[config.mk]
export PLATFORM = sky130hd
export DESIGN_NAME = photon_fifo_merger_axis_block_detector
export DESIGN_NICKNAME = d
export VERILOG_FILES = /design/src/rtl/photon_fifo_merger_dbg_pkg.sv /design/src/rtl/photon_fifo_merger_axis_stall_counter.sv /design/src/rtl/photon_fifo_merger_axis_block_detector.sv
export SDC_FILE = /design/constraint.sdc
export NUM_CORES = 1
export LEC_CHECK = 0
export BUFFER_PORTS_ARGS = -buffer_cell sky130_fd_sc_hd__buf_2
export CAP_MARGIN = 10
export CORE_UTILIZATION = 35
export CTS_BUF_LIST = sky130_fd_sc_hd__clkbuf_4 sky130_fd_sc_hd__clkbuf_8 sky130_fd_sc_hd__clkbuf_16
export CTS_CLUSTER_DIAMETER = 150
export DETAILED_ROUTE_END_ITERATION = 6
export PLACE_DENSITY = 0.58
export SETUP_SLACK_MARGIN = 0.2
export SLEW_MARGIN = 20
export SYNTH_ARGS = -nofsm -noshare
export SYNTH_HDL_FRONTEND = slang
export SYNTH_HIERARCHICAL = 1
export SYNTH_SLANG_ARGS = --single-unit
[constraint.sdc]
create_clock -name clock -period 3.1 [get_ports clock]
set_clock_uncertainty 0.15 [all_clocks]
set_input_delay 0.155 -clock clock [delete_from_list [all_inputs] [get_ports clock]]
set_output_delay 0.155 -clock clock [all_outputs]
set_load 0.005 [all_outputs]
[src/rtl/photon_fifo_merger_dbg_pkg.sv]
// Shared encodings and helpers for the photon FIFO merger debug/deadlock-monitor blocks.
package photon_fifo_merger_dbg_pkg;

   // Which side of the FIFO a monitored port sits on; selects the stall polarity.
   typedef enum logic {
      DIR_CONSUMER = 1'b0,
      DIR_PRODUCER = 1'b1
   } dir_e;

   localparam int DEF_CNT_W    = 16;
   localparam int DEF_EV_CNT_W = 16;

   function automatic int clog2(input int value);
      int result;
      result = 0;
      while ((1 << result) < value) result++;
      return result;
   endfunction

   // Channel index width, never narrower than one bit.
   function automatic int ch_width(input int n_ch);
      return (clog2(n_ch) < 1) ? 1 : clog2(n_ch);
   endfunction

endpackage

[src/rtl/photon_fifo_merger_axis_stall_counter.sv]
// Per-channel saturating stall counter; raises a registered block flag after
// STALL_THRESH consecutive qualified stall cycles.
module photon_fifo_merger_axis_stall_counter #(
   parameter int STALL_THRESH = 1024,
   parameter int CNT_W        = 16
) (
   input  logic clock,
   input  logic reset,
   input  logic stall_q,
   output logic block,
   output logic rise
);

   localparam logic [CNT_W-1:0] THRESH    = CNT_W'(STALL_THRESH);
   localparam logic [CNT_W-1:0] THRESH_M1 = CNT_W'(STALL_THRESH - 1);

   logic [CNT_W-1:0] cnt;
   logic [CNT_W-1:0] cnt_next;
   logic             block_next;

   // Any non-stall cycle restarts the count; a held stall saturates rather than wraps.
   always_comb begin
      cnt_next = '0;
      if (stall_q) begin
         cnt_next = (cnt >= THRESH) ? THRESH : cnt + CNT_W'(1);
      end
      block_next = stall_q & (cnt >= THRESH_M1);
   end

   always_ff @(posedge clock) begin
      if (reset) begin
         cnt   <= '0;
         block <= 1'b0;
      end else begin
         cnt   <= cnt_next;
         block <= block_next;
      end
   end

   assign rise = block_next & ~block;

endmodule

[src/rtl/photon_fifo_merger_axis_block_detector.sv]
// Taps valid/ready pairs around the photon FIFO merger, flags ports stalled too long,
// and keeps a sticky first-offender record plus a saturating block-event count.
module photon_fifo_merger_axis_block_detector
   import photon_fifo_merger_dbg_pkg::*;
#(
   parameter int              N_CH         = 4,
   parameter logic [N_CH-1:0] DIR_MASK     = 4'b0011,
   parameter int              STALL_THRESH = 1024,
   parameter int              CNT_W        = DEF_CNT_W,
   parameter int              EV_CNT_W     = DEF_EV_CNT_W
) (
   input  logic                      clock,
   input  logic                      reset,
   input  logic [N_CH-1:0]           s_tvalid,
   input  logic [N_CH-1:0]           s_tready,
   input  logic                      inst_idle,
   input  logic                      clear,
   output logic [N_CH-1:0]           axis_block_sigs,
   output logic                      any_block,
   output logic                      block_sticky,
   output logic [ch_width(N_CH)-1:0] first_ch,
   output logic [EV_CNT_W-1:0]       stall_events
);

   localparam int FC_W = ch_width(N_CH);

   logic [N_CH-1:0] stall_q;
   logic [N_CH-1:0] rise;
   logic [FC_W-1:0] first_idx;
   logic            any_rise;
   logic            ev_rise;

   // Stall meaning on a tapped valid/ready pair: a producer port stalls when it offers
   // data that is not taken (FIFO full); a consumer port stalls when it is ready but no
   // data is offered (FIFO empty). Both low is an idle link, not a stall.
   always_comb begin
      stall_q = '0;
      for (int i = 0; i < N_CH; i++) begin
         if (DIR_MASK[i] == DIR_PRODUCER) begin
            stall_q[i] = s_tvalid[i] & ~s_tready[i] & ~inst_idle;
         end else begin
            stall_q[i] = s_tready[i] & ~s_tvalid[i] & ~inst_idle;
         end
      end
   end

   for (genvar g = 0; g < N_CH; g++) begin : g_ch
      photon_fifo_merger_axis_stall_counter #(
         .STALL_THRESH(STALL_THRESH),
         .CNT_W       (CNT_W)
      ) u_cnt (
         .clock  (clock),
         .reset  (reset),
         .stall_q(stall_q[g]),
         .block  (axis_block_sigs[g]),
         .rise   (rise[g])
      );
   end

   // Lowest rising channel wins: scan downward so the last assignment is the lowest.
   always_comb begin
      first_idx = '0;
      for (int i = N_CH - 1; i >= 0; i--) begin
         if (rise[i]) first_idx = FC_W'(i);
      end
   end

   assign any_block = |axis_block_sigs;
   assign any_rise  = |rise;
   // With every flag currently low, the next-cycle OR equals the OR of the rises.
   assign ev_rise   = any_rise & ~any_block;

   // A rise in the same cycle as clear re-arms the record immediately.
   always_ff @(posedge clock) begin
      if (reset) begin
         block_sticky <= 1'b0;
         first_ch     <= '0;
      end else if (any_rise && (!block_sticky || clear)) begin
         block_sticky <= 1'b1;
         first_ch     <= first_idx;
      end else if (clear) begin
         block_sticky <= 1'b0;
         first_ch     <= '0;
      end
   end

   always_ff @(posedge clock) begin
      if (reset) begin
         stall_events <= '0;
      end else if (clear) begin
         stall_events <= ev_rise ? EV_CNT_W'(1) : '0;
      end else if (ev_rise && (stall_events != '1)) begin
         stall_events <= stall_events + EV_CNT_W'(1);
      end
   end

endmodule

==> results of run 1 <==
[layout make-up]
type / count / area (um2)
repair buffers: 39 / 213
clock buffers: 10 / 131
fillers: 1004 / 5620
flip-flops and latches: 87 / 1740
well taps: 133 / 166
clock inverters: 6 / 68.8
inverters: 25 / 93.8
multi-input cells: 281 / 1870
[path summary, 6_finish.rpt]
check                  startpoint                    to  slack, ns  cells after the start
max          g_ch[3].u_cnt/cnt[0]      stall_events[12]       0.38                      8
min                         reset          block_sticky       0.05                      2
min reg2reg  g_ch[2].u_cnt/cnt[0]  g_ch[2].u_cnt/cnt[0]       0.33                      1
max reg2reg  g_ch[3].u_cnt/cnt[0]      stall_events[12]       0.38                      8
[flip-flops by register name (all words and copies together) (netlist names)]
register,count
stall_events,16
g_ch.u_cnt/cnt,64
block_sticky,1
first_ch,2
g_ch.u_cnt/block,4
[critical path, stage by stage, from the launching register on]
cell and delay (ns):
dfxtp_1 0.40, ha_1 0.21, nand3_1 0.19, or4_4 0.50, a21oi_4 0.21, or4_4 0.17
nand4_2 0.21, or4_1 0.46, a21oi_1 0.15
[placed cells by master (no fill, tap or decap), types with 3 or more instances in the layout]
| master | n |
|---|---|
| or4_1 | 10 |
| dfxtp_1 | 87 |
| or4_4 | 5 |
| dlygate4sd3_1 | 3 |
| nor2_1 | 19 |
| and3_1 | 6 |
| or3_2 | 8 |
| nor4b_1 | 5 |
| nor2b_1 | 3 |
| mux2i_1 | 5 |
| nand2_1 | 17 |
| and4_4 | 3 |
| nor3b_1 | 7 |
| nand3_1 | 17 |
| clkbuf_8 | 9 |
| a21oi_4 | 3 |
| inv_1 | 25 |
| xor2_1 | 4 |
| nand4_1 | 8 |
| conb_1 | 20 |
| o21ai_0 | 21 |
| o31ai_1 | 11 |
| nor4_1 | 5 |
| xnor2_1 | 8 |
| ha_1 | 9 |
| nor4_2 | 5 |
| buf_2 | 35 |
| or3_1 | 14 |
| nand4_2 | 5 |
| a21oi_1 | 40 |
| nand2b_1 | 9 |
[metal layers]
| layer | GRT usage, % | vias up | wire [um] |
|---|---|---|---|
| met3 | 4.28 | 5 | 276 |
| li1 | - | 1495 | - |
| met1 | 18.2 | 1329 | 3490 |
| met4 | 2.76 | 0 | 53 |
| met5 | 0 | - | 0 |
| met2 | 21.7 | 42 | 3200 |
[power by group through the flow]
stage / logic, mW / registers (mW) / clock network [mW]
after floorplan: 0.0484 / 1.17 / 0
after global placement: 0.0741 / 1.18 / 0
after detailed placement: 0.0757 / 1.18 / 0
after CTS: 0.0795 / 1.15 / 0.809
after global routing: 0.0951 / 1.15 / 0.859
final: 0.0824 / 1.15 / 0.782
[cells by family after synthesis]
family,after synthesis
other,4
adder cells (fa/ha/maj),9
buffers and inverters,31
XOR/XNOR,12
multiplexers,5
flip-flops,87
AND/OR/NAND/NOR,154
AO/OA/AOI/OAI,81
[repair_timing]
| item | in CTS | in global routing |
|---|---|---|
| gates resized for setup | 3 | 9 |
| buffers inserted | 0 | 0 |
| endpoints found under the setup margin | 2 | 14 |
| hold buffers | 3 | 0 |
| endpoints found under the hold margin | 6 | 0 |
==> results.py, run 1 <==
metrics = {
    "synthesis": {
        "yosys-top-cells-count": "87 x dfxtp_1, 44 x a21oi_1, 25 x inv_1, 21 x o21ai_0, 19 x nor2_1",
        "async_reset_ff_share_pct": 0,
        "yosys_most_used_dff": "dfxtp_1",
        "synth_top_family_by_area": "simple AND/OR/NAND/NOR gates",
        "synthCells": 383,
        "synthesis.area_mm2": 0.00362,
        "yosysTopAreaCell": "dfxtp_1",
        "yosysSeqAreaShare_pct": 48.1,
        "synth-compound-area-share_pct": 12.5,
        "synth_area_per_cell_um2": 9.46,
        "synth.area.mux_share_pct": 1.38,
        "synth_xor_area_share_pct": 2.90,
        "synthAdderAreaFrac_pct": 3.11,
        "synth_top_cell_area_share_pct": 48.1,
        "synth_cell_types": 40,
        "synth_area_leaders": "dfxtp_1 48%, a21oi_1 6.1%, ha_1 3.1%",
        "yosys.area_share.simple_pct": 27.9,
        "synth-edff-count": 0,
        "synth-seq-cells": 87,
        "post-synth-top-count-cell": "dfxtp_1",
        "ys_warn_count": 6,
    },
    "hold_path": {
        "hold_class": "input pin to flop",
    },
    "cts": {
        "htreeDepth": 3,
        "cts_buffer_depth": 2,
        "numCtsBuffers": 9,
        "cts_tree": "yes",
        "clk_latency_ns": 0.34,
        "clkSinkCount": 87,
        "clk_pin_slew_ns": 0.09,
        "cts-root-buf": "clkbuf_8",
    },
    "timing": {
        "slew_violations": 0,
        "worst_pin_slew_ns": 0.574,
        "slew_headroom_pct": 61.6,
        "setup_ws_ns": 0.382,
        "period_share_pct": 87.7,
        "holdWs_ns": 0.0524,
        "fmax_mhz": 368,
        "fin_tns_setup_ns": 0,
        "setup_viol": 0,
        "finalHoldViolCount": 0,
        "finalCriticalPeriod_ns": 2.72,
        "rsz0062_at_grt": "false",
    },
    "critical_path": {
        "critPathKind": "flop to flop",
        "cp.arrival_ns": 2.85,
        "worst_setup_path_end_kind": "flop",
        "cp-start-kind": "flop",
        "worstPathRequired_ns": 3.24,
        "cp_max_fo": 8,
    },
    "die": {
        "coreArea_mm2": 0.00991,
        "die_area_mm2": 0.0108,
        "fp.dieW_um": 104,
        "initial_core_util_pct": 36.6,
        "ioPinCount": 36,
        "rows": 36,
        "die_h_um": 104,
    },
    "pwr": {
        "irDropWorstVdd_mv": 0.304,
        "p_sw_uw": 456,
        "share_comb_of_total_power_pct": 4.1,
        "internal-power_mw": 1.56,
        "pwr-share-clk_pct": 38.8,
        "total_power_mw": 2.01,
        "power.leakage_nw": 1.51,
        "power_frac_seq_pct": 57.1,
        "swShare_pct": 22.6,
        "p_per_area_mw_per_mm2": 470,
    },
    "drt": {
        "drc": 0,
        "viasPerCell": 4.94,
        "drtAntennaViolNets": 0,
        "drt_iter0_drc": 98,
        "vias": 2871,
        "wirelength_um": 7020,
        "wl_per_cell_um": 12.1,
        "drt_pass1_iterations": 4,
    },
    "global_routing": {
        "overflow": 0,
        "antenna_found_initial": 0,
        "grt_pass1_vias": 2621,
        "grt_pass1_wl_um": 12000,
        "grt_max_degree": 21,
        "grt.total_usage_pct": 13.6,
    },
    "cells_and_area": {
        "post-route-util_pct": 43.2,
        "drive_gt1_share_pct": 19.9,
        "final_cells": 581,
        "antenna_cells": 0,
        "synthToLayoutAreaGrowth_pct": 18.3,
        "stdcell_area_mm2": 0.00429,
        "final_nets": 464,
    },
    "placed_design": {
        "hpwlAfterDp_um": 5070,
        "place_ws_ns": 0.174,
        "dp_cells": 562,
        "numPortBuffers": 35,
        "gp_congestion": 0.727,
        "placement.cell_area_mm2": 0.00399,
    },
    "job": {
        "cap_violations": 0,
    },
    "status": {
        "status": "finished clean",
    },
}
(Power assumes the default switching activity.)
==> run 2, diff against run 1 <==
--- a/config.mk
+++ b/config.mk
@@ -7,10 +7,12 @@
 export LEC_CHECK = 0
 export BUFFER_PORTS_ARGS = -buffer_cell sky130_fd_sc_hd__buf_2
 export CAP_MARGIN = 10
+export CORE_ASPECT_RATIO = 1.25
 export CORE_UTILIZATION = 35
 export CTS_BUF_LIST = sky130_fd_sc_hd__clkbuf_4 sky130_fd_sc_hd__clkbuf_8 sky130_fd_sc_hd__clkbuf_16
 export CTS_CLUSTER_DIAMETER = 150
 export DETAILED_ROUTE_END_ITERATION = 6
+export GPL_TIMING_DRIVEN = 0
 export PLACE_DENSITY = 0.58
 export SETUP_SLACK_MARGIN = 0.2
 export SLEW_MARGIN = 20
==> results.py, run 2 (synthesized netlist as in run 1, its figures left out) <==
metrics = {
    "status": {
        "status": "finished clean",
    },
    "drt": {
        "drt_iter0_drc": 123,
        "wl_per_cell_um": 12.2,
        "drt_pass1_iterations": 4,
        "drc": 0,
        "vias": 2946,
        "viasPerCell": 5.05,
        "wirelength_um": 7140,
        "drtAntennaViolNets": 0,
    },
    "global_routing": {
        "grt.total_usage_pct": 14.6,
        "grt_pass1_wl_um": 12400,
        "grt_pass1_vias": 2817,
        "overflow": 0,
        "grt_max_degree": 15,
        "antenna_found_initial": 0,
    },
    "cells_and_area": {
        "regMostFlops": "g_ch.u_cnt/cnt",
        "final_cells": 583,
        "synthToLayoutAreaGrowth_pct": 22.5,
        "antenna_cells": 0,
        "drive_gt1_share_pct": 20.7,
        "final_common_cell": "dfxtp_1",
        "n_fill_cell": 988,
        "regArea_mm2": 0.00174,
        "stdcell_area_mm2": 0.00444,
        "final_nets": 470,
        "multi_input_area_mm2": 0.00189,
        "layout_common_cells": "87 x dfxtp_1, 40 x a21oi_1, 35 x buf_2",
        "largest_reg_flops": 64,
        "top_regs": "g_ch.u_cnt/cnt: 64 flops, stall_events: 16 flops, g_ch.u_cnt/block: 4 flops",
    },
    "timing": {
        "fin_tns_setup_ns": 0,
        "rsz0062_at_grt": "false",
        "setup_viol": 0,
        "period_share_pct": 87.6,
        "slew_headroom_pct": 62.1,
        "slew_violations": 0,
        "holdWs_ns": 0.0297,
        "fmax_mhz": 368,
        "worst_pin_slew_ns": 0.567,
        "finalHoldViolCount": 0,
        "finalCriticalPeriod_ns": 2.71,
    },
    "cts": {
        "htreeDepth": 3,
        "cts-root-buf": "clkbuf_16",
        "cts_setup_buffers": 0,
        "cts_buffer_depth": 2,
        "clkSinkCount": 87,
        "clk_latency_ns": 0.33,
        "numCtsBuffers": 9,
        "cts_tree": "yes",
        "clk_pin_slew_ns": 0.06,
    },
    "hold_path": {
        "worstHoldStart": "clear",
        "whs_path_depth": 3,
        "hold_class": "input pin to flop",
        "whs_endpoint": "block_sticky",
    },
    "critical_path": {
        "critPathKind": "flop to flop",
        "r2r_setup_slack_ns": 0.39,
        "cp_max_fo": 10,
        "timing.rr.start": "g_ch[1].u_cnt/cnt[0]",
        "r2r-end": "stall_events[15]",
        "cp-start-kind": "flop",
        "worst_r2r_path_depth": 9,
        "worstPathRequired_ns": 3.22,
        "cp.arrival_ns": 2.83,
        "worst_setup_path_end_kind": "flop",
    },
    "placed_design": {
        "gp_congestion": 0.779,
        "numPortBuffers": 35,
        "hpwlAfterDp_um": 5150,
        "placement.cell_area_mm2": 0.00402,
        "dp_cells": 563,
    },
    "die": {
        "rows": 41,
        "die_h_um": 116,
        "ioPinCount": 36,
        "fp.dieW_um": 93.0,
        "initial_core_util_pct": 35.9,
        "die_area_mm2": 0.0108,
        "coreArea_mm2": 0.0101,
    },
    "pwr": {
        "power_frac_seq_pct": 50.0,
        "p_per_area_mw_per_mm2": 519,
        "power.leakage_nw": 1.57,
        "swShare_pct": 21.1,
        "internal-power_mw": 1.82,
        "share_comb_of_total_power_pct": 3.7,
        "irDropWorstVdd_mv": 0.314,
        "p_sw_uw": 486,
        "pwr-share-clk_pct": 46.3,
    },
    "job": {
        "cap_violations": 0,
    },
}
[run 2: timing repair]
item / CTS / global route
resized for setup: 2 / 14
endpoints found under the setup margin: 3 / 15
hold buffers: 4 / 0
hold endpoints to repair: 7 / 0
pin swaps: 0 / 0
[run 2: area by class of cell]
type	count	area share, %
well taps	129	3.64
clock buffers	10	5.38
plain buffers	6	0.930
repair buffers	39	4.85
multi-input cells	281	42.5
inverters	25	2.11
flip-flops and latches	87	39.2
clock inverters	6	1.35
[run 2: metrics by stage]
stage | power (mW) | utilization (%) | setup WS (ns)
after CTS | 2.33 | 43.2 | 0.212
after global routing | 2.40 | 43.9 | 0.205
after global placement | 1.25 | 39.8 | 0.228
final | 2.30 | 43.9 | 0.386
after detailed placement | 1.25 | 39.8 | 0.176
after floorplan | 1.22 | - | 0.570
[run 2: how the worst max path moves through the flow]
stage / from / endpoint / slack, ns
3_3_place_gp: g_ch[1].u_cnt/cnt[0] / stall_events[15] / 0.23
2_1_floorplan: g_ch[1].u_cnt/cnt[0] / stall_events[15] / 0.57
3_5_place_dp: g_ch[1].u_cnt/cnt[0] / stall_events[15] / 0.18
5_1_grt: g_ch[1].u_cnt/cnt[0] / stall_events[15] / 0.21
6_report: g_ch[1].u_cnt/cnt[0] / stall_events[15] / 0.39
4_1_cts: g_ch[0].u_cnt/cnt[0] / stall_events[15] / 0.21
[run 2: per-layer routing]
layer | track usage [%] | vias to the layer above | wire [um]
li1 | - | 1501 | -
met1 | 17.3 | 1391 | 3360
met2 | 24.9 | 42 | 3380
met3 | 2.56 | 12 | 227
met4 | 8.51 | 0 | 175
met5 | 0 | - | 0
[run 2: power groups by stage]
stage | clock, mW | combinational, mW | sequential, mW
2_1_floorplan | 0 | 0.0484 | 1.17
3_3_place_gp | 0 | 0.0776 | 1.17
3_5_place_dp | 0 | 0.0789 | 1.18
4_1_cts | 1.10 | 0.0834 | 1.15
5_1_grt | 1.15 | 0.0969 | 1.15
6_report | 1.07 | 0.0863 | 1.15
[run 2: critical path, stage by stage (launching register included)]
cell     delay, ns
dfxtp_1       0.39
ha_1          0.22
nand3_2       0.15
or4_4         0.48
a21oi_4       0.22
or4_4         0.18
nand2_2       0.12
buf_4         0.24
nor4_2        0.28
mux2i_1       0.21
==> run 3, diff against run 2 <==
--- a/config.mk
+++ b/config.mk
@@ -14,7 +14,6 @@
 export DETAILED_ROUTE_END_ITERATION = 6
 export GPL_TIMING_DRIVEN = 0
 export PLACE_DENSITY = 0.58
-export SETUP_SLACK_MARGIN = 0.2
 export SLEW_MARGIN = 20
 export SYNTH_ARGS = -nofsm -noshare
 export SYNTH_HDL_FRONTEND = slang
==> constraint.sdc (replaced) <==
create_clock -name clock -period 3.3 [get_ports clock]
set_clock_uncertainty 0.15 [all_clocks]
set_input_delay 0.165 -clock clock [delete_from_list [all_inputs] [get_ports clock]]
set_output_delay 0.165 -clock clock [all_outputs]
set_load 0.005 [all_outputs]
==> results.py, run 3 (synthesized netlist as in run 1, its figures left out) <==
metrics = {
    "cells_and_area": {
        "antenna_cells": 0,
        "final_nets": 469,
        "top_regs": "g_ch.u_cnt/cnt: 64 flops, stall_events: 16 flops, g_ch.u_cnt/block: 4 flops",
        "regMostFlops": "g_ch.u_cnt/cnt",
        "largest_reg_flops": 64,
        "stdcell_area_mm2": 0.00435,
        "layout_common_cells": "87 x dfxtp_1, 44 x a21oi_1, 35 x buf_2",
        "n_fill_cell": 993,
        "final_cells": 582,
        "regArea_mm2": 0.00174,
        "post-route-util_pct": 43.0,
        "multi_input_area_mm2": 0.00181,
        "final_common_cell": "dfxtp_1",
        "synthToLayoutAreaGrowth_pct": 20.0,
        "drive_gt1_share_pct": 18.3,
    },
    "timing": {
        "fin_tns_setup_ns": 0,
        "finalCriticalPeriod_ns": 2.94,
        "worst_pin_slew_ns": 0.571,
        "rsz0062_at_grt": "false",
        "fmax_mhz": 340,
        "holdWs_ns": 0.0289,
        "period_share_pct": 89.0,
        "slew_headroom_pct": 61.9,
        "slew_violations": 0,
        "finalHoldViolCount": 0,
        "setup_viol": 0,
        "setup_ws_ns": 0.362,
    },
    "cts": {
        "htreeDepth": 3,
        "cts_tree": "yes",
        "clkSinkCount": 87,
        "clk_pin_slew_ns": 0.06,
        "clk_latency_ns": 0.33,
        "cts_buffer_depth": 2,
        "cts-root-buf": "clkbuf_16",
        "numCtsBuffers": 9,
        "cts-resized-gates": 0,
    },
    "critical_path": {
        "worst_setup_path_end_kind": "flop",
        "worstPathRequired_ns": 3.42,
        "cp-start-kind": "flop",
        "critPathKind": "flop to flop",
        "cp.arrival_ns": 3.05,
        "cp_max_fo": 10,
    },
    "drt": {
        "wirelength_um": 7040,
        "viasPerCell": 5.02,
        "drt_iter0_drc": 99,
        "drc": 0,
        "drt_pass1_iterations": 4,
        "vias": 2920,
        "drtAntennaViolNets": 0,
        "wl_per_cell_um": 12.1,
    },
    "global_routing": {
        "overflow": 0,
        "grt.total_usage_pct": 14.5,
        "antenna_found_initial": 0,
        "grt_max_degree": 15,
        "grt_pass1_vias": 2805,
        "grt_pass1_wl_um": 12300,
    },
    "die": {
        "initial_core_util_pct": 35.9,
        "die_area_mm2": 0.0108,
        "ioPinCount": 36,
        "die_h_um": 116,
        "coreArea_mm2": 0.0101,
        "fp.dieW_um": 93.0,
        "rows": 41,
    },
    "placed_design": {
        "numPortBuffers": 35,
        "hpwlAfterDp_um": 5150,
        "gp_congestion": 0.779,
        "place_ws_ns": 0.376,
        "placement.cell_area_mm2": 0.00402,
        "dp_cells": 563,
    },
    "status": {
        "status": "finished clean",
    },
    "pwr": {
        "irDropWorstVdd_mv": 0.295,
        "p_per_area_mw_per_mm2": 496,
        "power.leakage_nw": 1.56,
        "total_power_mw": 2.16,
    },
    "job": {
        "cap_violations": 0,
    },
    "hold_path": {
        "hold_class": "input pin to flop",
    },
}
==> run 3: changes by cell type in the layout (fill, tap and decap cells not counted), sizes merged <==
cell         change
dlygate4sd3      -1
==> run 3: worst paths after layout <==
check	startpoint	endpoint	slack, ns	cells past startpoint
max	g_ch[1].u_cnt/cnt[0]	stall_events[15]	0.36	9
min	s_tvalid[2]	g_ch[2].u_cnt/cnt[10]	0.03	4
min reg2reg	g_ch[3].u_cnt/cnt[0]	g_ch[3].u_cnt/cnt[0]	0.32	1
max reg2reg	g_ch[1].u_cnt/cnt[0]	stall_events[15]	0.36	9
==> run 3: layout make-up <==
| cell class | count | share of cell area (%) |
|---|---|---|
| Buffer | 6 | 0.949 |
| Clock buffer | 10 | 5.49 |
| Clock inverter | 6 | 1.38 |
| Inverter | 25 | 2.16 |
| Multi-Input combinational cell | 281 | 41.5 |
| Sequential cell | 87 | 40.0 |
| Tap cell | 129 | 3.71 |
| Timing Repair Buffer | 38 | 4.72 |
==> run 3: metal layers <==
| metal | GRT usage (%) | up-vias | wire length [um] |
|---|---|---|---|
| li1 | - | 1499 | - |
| met1 | 17.3 | 1370 | 3350 |
| met2 | 24.9 | 41 | 3320 |
| met3 | 2.56 | 10 | 229 |
| met4 | 8.00 | 0 | 138 |
| met5 | 0 | - | 0 |
==> run 3: critical path, stage by stage (launching register included) <==
cell and delay [ns]:
dfxtp_1 0.39, ha_1 0.21, nand3_1 0.20, or4_4 0.49, a21oi_1 0.35, or4_4 0.23
nand2_2 0.12, buf_4 0.24, nor4_2 0.28, mux2i_1 0.21
==> run 3: report_power, final <==
group	internal (mW)	total (mW)	switching, mW	leakage, nW
combinational	0.0323	0.0770	0.0447	0.704
sequential	1.07	1.08	0.0105	0.710
clock	0.602	1.00	0.398	0.144
==> run 3: what timing repair did <==
item | CTS | global route
hold buffers | 3 | 0
setup buffers | 0 | 0
hold endpoints to repair | 6 | 0
